[src/rtl/mem_seq_pkg.sv]
// mem_seq_pkg
// Shared definitions for the MEM-stage access sequencer: FSM state
// encoding, fault codes, and the decoder's mem_size / mem_rw encodings.
package mem_seq_pkg;

    // Sequencer states: IDLE (accepting), REQ (bus busy), DONE (one-cycle result)
    typedef enum logic [1:0] {
        IDLE = 2'd0,
        REQ  = 2'd1,
        DONE = 2'd2
    } seq_state_t;

    localparam logic [1:0] FC_NONE     = 2'b00;
    localparam logic [1:0] FC_MISALIGN = 2'b01;
    localparam logic [1:0] FC_TIMEOUT  = 2'b10;

    localparam logic MEM_SIZE_BYTE = 1'b0;
    localparam logic MEM_SIZE_WORD = 1'b1;
    localparam logic MEM_READ      = 1'b0;
    localparam logic MEM_WRITE     = 1'b1;

endpackage

[src/rtl/byte_lane_steer.sv]
// byte_lane_steer
// Combinational byte-lane steering for a 32-bit data memory.
// Ports:
//   i_size, i_addr_lo, i_store_data : request side (new access)
//   o_be, o_wdata                   : byte enables / store data, byte replicated on all lanes
//   i_rd_size, i_rd_addr_lo, i_rdata: load side (latched access + returned word)
//   o_load_data                     : load result, byte loads zero-extended
module byte_lane_steer
    import mem_seq_pkg::*;
(
    input  logic        i_size,
    input  logic [1:0]  i_addr_lo,
    input  logic [31:0] i_store_data,
    input  logic        i_rd_size,
    input  logic [1:0]  i_rd_addr_lo,
    input  logic [31:0] i_rdata,
    output logic [3:0]  o_be,
    output logic [31:0] o_wdata,
    output logic [31:0] o_load_data
);

    // Byte enables and store data for the request being launched
    always_comb begin
        o_be    = 4'b0000;
        o_wdata = 32'h0000_0000;
        if (i_size == MEM_SIZE_WORD) begin
            o_be    = 4'b1111;
            o_wdata = i_store_data;
        end else begin
            // Replicating the byte lets the memory pick any lane via be
            o_wdata = {4{i_store_data[7:0]}};
            case (i_addr_lo)
                2'd0:    o_be = 4'b0001;
                2'd1:    o_be = 4'b0010;
                2'd2:    o_be = 4'b0100;
                2'd3:    o_be = 4'b1000;
                default: o_be = 4'b0000;
            endcase
        end
    end

    // Load result selection: whole word, or one zero-extended byte lane
    always_comb begin
        o_load_data = 32'h0000_0000;
        if (i_rd_size == MEM_SIZE_WORD) begin
            o_load_data = i_rdata;
        end else begin
            case (i_rd_addr_lo)
                2'd0:    o_load_data = {24'h00_0000, i_rdata[7:0]};
                2'd1:    o_load_data = {24'h00_0000, i_rdata[15:8]};
                2'd2:    o_load_data = {24'h00_0000, i_rdata[23:16]};
                2'd3:    o_load_data = {24'h00_0000, i_rdata[31:24]};
                default: o_load_data = 32'h0000_0000;
            endcase
        end
    end

endmodule

[src/rtl/mem_access_sequencer.sv]
// mem_access_sequencer
// MEM-stage sequencer: turns decoded load/store controls into a req/ready
// transaction on a word-wide data memory, stalls the pipeline while busy,
// and reports load results or faults (misaligned word, bus timeout).
// Ports:
//   clk, reset                        : clock, async active-high reset
//   mem_enable, mem_rw, mem_size      : decoded memory op controls
//   addr, store_data, flush           : effective address, store value, flush of MEM instr
//   stall                             : combinational pipeline hold
//   load_data, load_valid             : load result and its one-cycle valid pulse
//   fault, fault_code                 : one-cycle abort pulse and its cause
//   dmem_req/we/addr/wdata/be         : registered memory request fields
//   dmem_rdata, dmem_ready            : memory read word and completion
module mem_access_sequencer
    import mem_seq_pkg::*;
#(
    parameter int ADDR_WIDTH     = 32,
    parameter int TIMEOUT_CYCLES = 16
) (
    input  logic                  clk,
    input  logic                  reset,
    input  logic                  mem_enable,
    input  logic                  mem_rw,
    input  logic                  mem_size,
    input  logic [ADDR_WIDTH-1:0] addr,
    input  logic [31:0]           store_data,
    input  logic                  flush,
    output logic                  stall,
    output logic [31:0]           load_data,
    output logic                  load_valid,
    output logic                  fault,
    output logic [1:0]            fault_code,
    output logic                  dmem_req,
    output logic                  dmem_we,
    output logic [ADDR_WIDTH-1:0] dmem_addr,
    output logic [31:0]           dmem_wdata,
    output logic [3:0]            dmem_be,
    input  logic [31:0]           dmem_rdata,
    input  logic                  dmem_ready
);

    localparam int TMO_W = $clog2(TIMEOUT_CYCLES);
    localparam logic [TMO_W-1:0] TMO_LAST = TMO_W'(TIMEOUT_CYCLES - 1);

    seq_state_t             r_state;
    logic [TMO_W-1:0]       r_tmo_cnt;
    logic                   r_discard;
    logic                   r_rd_size;
    logic [1:0]             r_addr_lo;
    logic [31:0]            r_load_data;
    logic                   r_load_valid;
    logic                   r_fault;
    logic [1:0]             r_fault_code;
    logic                   r_dmem_req;
    logic                   r_dmem_we;
    logic [ADDR_WIDTH-1:0]  r_dmem_addr;
    logic [31:0]            r_dmem_wdata;
    logic [3:0]             r_dmem_be;

    logic [3:0]             w_be;
    logic [31:0]            w_wdata;
    logic [31:0]            w_load_data;
    logic                   w_misaligned;
    logic                   w_discard;

    byte_lane_steer u_steer (
        .i_size       (mem_size),
        .i_addr_lo    (addr[1:0]),
        .i_store_data (store_data),
        .i_rd_size    (r_rd_size),
        .i_rd_addr_lo (r_addr_lo),
        .i_rdata      (dmem_rdata),
        .o_be         (w_be),
        .o_wdata      (w_wdata),
        .o_load_data  (w_load_data)
    );

    assign w_misaligned = (mem_size == MEM_SIZE_WORD) && (addr[1:0] != 2'b00);
    // A flush seen in any REQ cycle, including the completing one, silences DONE
    assign w_discard    = r_discard | flush;

    assign stall = ((r_state == IDLE) && mem_enable && !flush) || (r_state == REQ);

    // Sequencer FSM with all registered outputs
    always_ff @(posedge clk or posedge reset) begin
        if (reset) begin
            r_state      <= IDLE;
            r_tmo_cnt    <= '0;
            r_discard    <= 1'b0;
            r_rd_size    <= 1'b0;
            r_addr_lo    <= 2'b00;
            r_load_data  <= 32'h0000_0000;
            r_load_valid <= 1'b0;
            r_fault      <= 1'b0;
            r_fault_code <= FC_NONE;
            r_dmem_req   <= 1'b0;
            r_dmem_we    <= 1'b0;
            r_dmem_addr  <= '0;
            r_dmem_wdata <= 32'h0000_0000;
            r_dmem_be    <= 4'b0000;
        end else begin
            r_load_valid <= 1'b0;
            r_fault      <= 1'b0;
            case (r_state)
                IDLE: begin
                    r_fault_code <= FC_NONE;
                    r_discard    <= 1'b0;
                    r_tmo_cnt    <= '0;
                    if (mem_enable && !flush) begin
                        if (w_misaligned) begin
                            r_fault      <= 1'b1;
                            r_fault_code <= FC_MISALIGN;
                            r_state      <= DONE;
                        end else begin
                            r_dmem_req   <= 1'b1;
                            r_dmem_we    <= (mem_rw == MEM_WRITE);
                            r_dmem_addr  <= {addr[ADDR_WIDTH-1:2], 2'b00};
                            r_dmem_wdata <= w_wdata;
                            r_dmem_be    <= w_be;
                            r_rd_size    <= mem_size;
                            r_addr_lo    <= addr[1:0];
                            r_state      <= REQ;
                        end
                    end else begin
                        r_state <= IDLE;
                    end
                end
                REQ: begin
                    r_discard <= w_discard;
                    // Ready wins over a simultaneous timeout
                    if (dmem_ready) begin
                        r_dmem_req <= 1'b0;
                        r_state    <= DONE;
                        if (!w_discard && !r_dmem_we) begin
                            r_load_valid <= 1'b1;
                            r_load_data  <= w_load_data;
                        end
                    end else if (r_tmo_cnt == TMO_LAST) begin
                        r_dmem_req <= 1'b0;
                        r_state    <= DONE;
                        if (!w_discard) begin
                            r_fault      <= 1'b1;
                            r_fault_code <= FC_TIMEOUT;
                        end
                    end else begin
                        r_tmo_cnt <= r_tmo_cnt + TMO_W'(1);
                    end
                end
                DONE: begin
                    r_fault_code <= FC_NONE;
                    r_state      <= IDLE;
                end
                default: begin
                    r_dmem_req <= 1'b0;
                    r_state    <= IDLE;
                end
            endcase
        end
    end

    assign load_data  = r_load_data;
    assign load_valid = r_load_valid;
    assign fault      = r_fault;
    assign fault_code = r_fault_code;
    assign dmem_req   = r_dmem_req;
    assign dmem_we    = r_dmem_we;
    assign dmem_addr  = r_dmem_addr;
    assign dmem_wdata = r_dmem_wdata;
    assign dmem_be    = r_dmem_be;

endmodule
[config.mk]
export PLATFORM = sky130hd
export DESIGN_NAME = mem_access_sequencer
export DESIGN_NICKNAME = d
export VERILOG_FILES = /design/src/rtl/mem_seq_pkg.sv /design/src/rtl/byte_lane_steer.sv /design/src/rtl/mem_access_sequencer.sv
export SDC_FILE = /design/constraint.sdc
export NUM_CORES = 1
export LEC_CHECK = 0
export CAP_MARGIN = 20
export CORE_MARGIN = 3
export CORE_UTILIZATION = 46
export DETAILED_ROUTE_END_ITERATION = 10
export PLACE_DENSITY = 0.9
export SETUP_SLACK_MARGIN = 0.5
export SLEW_MARGIN = 15
export SYNTH_ARGS = -nofsm -noshare
export SYNTH_HDL_FRONTEND = slang
export SYNTH_SLANG_ARGS = --single-unit
[constraint.sdc]
create_clock -name clk -period 9.1 [get_ports clk]
set_clock_uncertainty 0.2 [all_clocks]
set_input_delay 0.91 -clock clk [delete_from_list [all_inputs] [get_ports clk]]
set_output_delay 0.91 -clock clk [all_outputs]
set_load 0.05 [all_outputs]
==> flow_summary.ini, run 1 <==
[yosys]
synthDominantCellAreaShare_pct = 56.9
synth_common_cells = 114 x dfrtp_1, 41 x mux2_2, 30 x nand2_1, 30 x o21ai_0
synth_top_area_cell = dfrtp_1
synth_area_leaders = dfrtp_1 57%, mux2_2 9.2%, a221o_1 4.8%
syn-cell-area_mm2 = 0.00502
synth_cells = 423
synth_cell_type_count = 45
synth-async-reset-ratio_pct = 100
ys_seq_area_share_pct = 56.9
ys_dominant_reg_cell = dfrtp_1
ys_warn_count = 0
post-synth-top-count-cell = dfrtp_1
ys_seq_elements = 114
synth_edf_count = 0
avgSynthCellArea_um2 = 11.9

[pwr]
p_seq_share_pct = 32.6
pwr-share-comb_pct = 40.2
switching_share_pct = 39.3
power.internal_w = 0.00132
p_sw_w = 0.000856
total_power_w = 0.00218
peakVddDrop_v = 0.000216
leakagePower_nw = 3.33
power.density_mw_per_mm2 = 285
power_frac_clock_pct = 27.2

[timing]
maxSlewViolCount = 0
period_minus_slack_ns = 3.88
finalSetupViolations = 0
worst_hold_slack_ns = 0.299
slew_headroom_pct = 25.5
fin_tns_setup_ns = 0
min_period_over_period_pct = 42.7
hold_viol = 0
tightest_slew_ns = 1.12
rsz0062_at_grt = no
fmax_ghz = 0.258

[placement]
dp_cells = 733
post-dp-hpwl_um = 10700
portBuffers = 207
gp_congestion = 0.859
dpl-instance-area_mm2 = 0.00711

[global_route]
grt_overflow = 0
antenna_found_initial = 0
first_global_vias = 4707
grt_pass1_wl_um = 25000
grt_use_total_pct = 25.3
grt_start_max_net_pins = 72

[setup_path]
cp.arrival_ns = 2.77
r2r_start = r_state[1]
cp-start-kind = input pin
slowest_stage = clkdlybuf4s50_1
cp_max_fo = 8
rr_endpoint = load_data[5]
cp-end-kind = output port
max_stage_delay_ns = 0.81
cp.buffers_inverters = 2
reg2reg_depth = 5
reg2reg_slack_ns = 6.11
cp_data_required_time_ns = 7.99
crit_family = buffers and inverters
crit_top_cell = clkdlybuf4s50_1
critPathKind = input pin to output port
path_cells = clkdlybuf4s50_1, nand3b_1, nand2_1, clkdlybuf4s50_1

[finish]
nFillCells = 714
layout-area-overhead-vs-synth_pct = 52.3
drive_above_1_share_pct = 12.6
fin_cells = 761
final_cell_area_mm2 = 0.00764
nets = 724
diodes = 0

[detailed_routing]
vias_per_cell = 5.80
routedWlPerCell_um = 20.0
firstDrtPassIters = 7
drc = 0
drt-initial-drc-count = 322
ant_nets = 0
dr_total_vias = 4417
wl_um = 15200

[cts]
cts.sinks = 114
clock-root-buffer = clkbuf_8
cts_buffers = 17
insertion_delay_ns = 0.50
ctsLongestPathBuffers = 2
postCtsHoldBufs = 0
clkSlewWorstSetupHoldPaths_ns = 0.05
cts_resized = 0
cts_tree = done
cts_setup_buffers = 0
htreeDepth = 4

[min_path]
whs_endpoint = dmem_addr[22]
holdCritStartpoint = dmem_addr[22]
hold-path-cell-count = 1
hold_path_class = register to register

[job]
maxCapViolCount = 0

[die]
die_area_mm2 = 0.0122
io_pins = 210
initial_core_util_pct = 48.0
rows = 37
core_mm2 = 0.0105
die_w_um = 110
fp.dieH_um = 110

[run_status]
status = finished, final reports clean
==> how the worst max path moves through the flow <==
stage                          endpoint  startpoint  depth (start not counted)  slack [ns]
after floorplan           dmem_addr[10]       reset                          1        4.97
after global placement            stall       flush                          4        5.30
after detailed placement          stall       flush                          4        5.24
after CTS                         stall       flush                          4        5.24
after global routing              stall       flush                          4        5.15
final                             stall       flush                          4        5.22
==> per-stage QoR <==
stage / worst slack, ns / utilization, %
after floorplan: 4.97 / -
after global placement: 5.30 / 68.0
after detailed placement: 5.24 / 68.0
after CTS: 5.24 / 73.0
after global routing: 5.15 / 73.0
final: 5.22 / 73.0
==> flip-flops by register name, summed over array words and instances (netlist names), 2 cells and up <==
register	cells
r_addr_lo	2
r_tmo_cnt	4
load_data	32
dmem_wdata	32
dmem_addr	30
fault_code	2
r_state	2
dmem_be	4
==> logic make-up (layout without fill, tap and decap cells) <==
group / Yosys count / count (layout) / synth area share [%]
DFF: 114 / 114 / 56.9
xor gates and xnor gates: 2 / 2 / 0.349
adders and majority gates: 5 / 5 / 1.25
buffers and inverters: 48 / 249 / 4.66
and+or+nand+nor: 101 / 101 / 11.2
muxes: 50 / 50 / 11.0
AOI/OAI and AO/OA: 102 / 102 / 14.6
other: 1 / 2 / 0.0747
==> final cells by class <==
cell class	instances	area, um^2	share of cell area, %
repair buffers	211	2100	27.5
multi-input cells	262	1950	25.5
inverters	10	40.0	0.524
clock buffers	21	469	6.14
well taps	136	170	2.23
clock inverters	7	60.1	0.786
flip-flops and latches	114	2850	37.3
==> layer usage <==
metal  track usage (%)  part of all wire [%]  vias to the layer above
li1                  -                     -                     1956
met1              30.1                    37                     2161
met2              42.8                    51                      282
met3              9.48                    10                       18
met4              7.39                   1.0                        0
met5                 0                     0                        -
==> cell usage in the layout (no fill, tap or decap), types with 4 or more instances in the layout <==
cell type	Yosys	routed
clkdlybuf4s50_1	0	207
dfrtp_1	114	114
mux2_2	41	41
o21ai_0	30	30
nand2_1	30	29
nand4_1	24	24
a221o_1	24	24
a21oi_1	16	16
clkbuf_16	0	16
nor2_1	14	14
a22o_1	12	12
a211oi_1	10	10
nor4_1	9	9
mux2i_1	9	9
and2_1	8	8
inv_1	9	8
clkinv_2	0	6
ha_1	5	5
clkbuf_8	0	5
buf_4	5	4
==> power by group through the flow <==
stage          clock network [W]  registers, W  logic [W]
6_report                0.000592      0.000710   0.000874
5_1_grt                 0.000628      0.000726   0.000908
4_1_cts                 0.000603      0.000708   0.000879
3_5_place_dp                   0      0.000715   0.000875
3_3_place_gp                   0      0.000704   0.000857
2_1_floorplan                  0       0.00108   0.000177
Note: power is estimated with default switching activity, not from simulation.
==> run 2, diff against run 1 <==
--- a/config.mk
+++ b/config.mk
@@ -7,9 +7,9 @@
 export LEC_CHECK = 0
 export CAP_MARGIN = 20
 export CORE_MARGIN = 3
-export CORE_UTILIZATION = 46
+export CORE_UTILIZATION = 39
 export DETAILED_ROUTE_END_ITERATION = 10
-export PLACE_DENSITY = 0.9
+export PLACE_DENSITY = 0.82
 export SETUP_SLACK_MARGIN = 0.5
 export SLEW_MARGIN = 15
 export SYNTH_ARGS = -nofsm -noshare
==> constraint.sdc (replaced) <==
create_clock -name clk -period 3.4 [get_ports clk]
set_clock_uncertainty 0.2 [all_clocks]
set_input_delay 0.34 -clock clk [delete_from_list [all_inputs] [get_ports clk]]
set_output_delay 0.34 -clock clk [all_outputs]
set_load 0.05 [all_outputs]
==> flow_summary.ini, run 2 (same netlist as run 1, synthesis figures left out) <==
[global_route]
grt_pass1_wl_um = 24200
grt_overflow = 0
first_global_vias = 4695
grt_use_total_pct = 21.5
grt_start_max_net_pins = 62
antenna_found_initial = 0

[setup_path]
cp.arrival_ns = 2.13
cp-start-kind = register
slowest_stage = dlygate4sd2_1
reg2reg_depth = 5
cp.buffers_inverters = 3
crit_family = buffers and inverters
rr_endpoint = dmem_wdata[23]
critPathKind = register to output port
crit_cells = 5
crit_top_cell = inv_1
critical_path.startpoint = r_state[1]
cp-end-kind = output port
r2r_start = r_state[0]
reg2reg_slack_ns = 0.79
path_cells = inv_1, ha_1, inv_1, nand2_1, dlygate4sd2_1
max_stage_delay_ns = 0.53
cp_data_required_time_ns = 2.86
cp_max_fo = 15

[cts]
ctsLongestPathBuffers = 2
cts_tree = done
postCtsHoldBufs = 0
clkSlewWorstSetupHoldPaths_ns = 0.05
insertion_delay_ns = 0.41
cts.sinks = 114
cts_buffers = 17
htreeDepth = 4
cts_setup_buffers = 0
clock-root-buffer = clkbuf_16
cts_resized = 1

[pwr]
leakagePower_nw = 3.36
peakVddDrop_v = 0.000530
power.density_mw_per_mm2 = 773

[finish]
nets = 726
final_common_cell = clkdlybuf4s50_1
diodes = 0
drive_above_1_share_pct = 12.6
final_cell_mix = 206 x clkdlybuf4s50_1, 114 x dfrtp_1, 41 x mux2_2
final_cell_area_mm2 = 0.00776
layout-area-overhead-vs-synth_pct = 54.7

[die]
die_w_um = 119
io_pins = 210
rows = 40
die_area_mm2 = 0.0143
initial_core_util_pct = 40.8
core_mm2 = 0.0123
fp.dieH_um = 119

[detailed_routing]
drc = 0
routedWlPerCell_um = 18.8
dr_total_vias = 4402
firstDrtPassIters = 5
ant_nets = 0
drt-initial-drc-count = 399
vias_per_cell = 5.53
wl_um = 15000

[run_status]
status = finished, final reports clean

[timing]
rsz0062_at_grt = no
maxSlewViolCount = 0
fin_tns_setup_ns = 0
hold_viol = 0
min_period_over_period_pct = 78.6
slew_headroom_pct = 33.4
period_minus_slack_ns = 2.67
finalSetupViolations = 0
tightest_slew_ns = 0.998
fmax_ghz = 0.374

[min_path]
hold_path_class = input pin to async pin

[placement]
post-dp-hpwl_um = 10600
gp_congestion = 0.820
dpl-instance-area_mm2 = 0.00718
portBuffers = 207

[job]
maxCapViolCount = 0
## run 2: cell count changes in the layout (fill, tap and decap cells not counted), moves of 2 or more
| cell | before | now |
|---|---|---|
| clkbuf_1 | 0 | 3 |
| clkinv_2 | 6 | 3 |
| bufinv_16 | 1 | 3 |
| clkbuf_8 | 5 | 3 |
## run 2: power by group
part	leakage [nW]	internal, W	total [W]	switching [W]
Clock	0.289	0.00119	0.00177	0.000577
Combinational	1.64	0.000852	0.00233	0.00148
Sequential	1.44	0.00166	0.00190	0.000234
Total	3.36	0.00371	0.00600	0.00229
## run 2: routing by layer
| layer | wire length (um) | global-route usage, % | up-vias |
|---|---|---|---|
| li1 | - | - | 1966 |
| met5 | 0 | 0 | - |
| met1 | 5530 | 23.1 | 2155 |
| met4 | 493 | 11.0 | 0 |
| met2 | 7440 | 35.7 | 236 |
| met3 | 1490 | 9.59 | 45 |
## run 2: through the flow
stage	cells	hold WS [ns]	power [W]	util (%)	worst slack, ns
detailed placement	767	0.284	0.00425	58.3	0.518
CTS	796	0.299	0.00604	63.0	0.718
finish	796	0.294	0.00600	63.0	0.729
global placement	767	0.278	0.00420	58.3	0.688
global route	796	0.318	0.00622	63.0	0.565
floorplan	424	0.252	0.00335	-	1.33
## run 2: tightest hold or removal path: stages
cell,delay (ns)
clkdlybuf4s50_1,0.44
clkinvlp_4,0.08
buf_4,0.53
## run 2: layout make-up
cell class                      instances  area (um^2)
Fill cell                             958         4550
Sequential cell                       114         2850
Timing Repair Buffer                  213         2130
Multi-Input combinational cell        262         1950
Clock buffer                           23          478
Tap cell                              168          210
Clock inverter                          6          105
Inverter                               10         41.3
## run 2: how the worst max path moves through the flow
stage	endpoint	slack [ns]
CTS	stall	0.72
detailed placement	load_data[3]	0.52
floorplan	load_data[4]	1.33
finish	stall	0.73
global placement	dmem_addr[7]	0.69
global route	stall	0.56
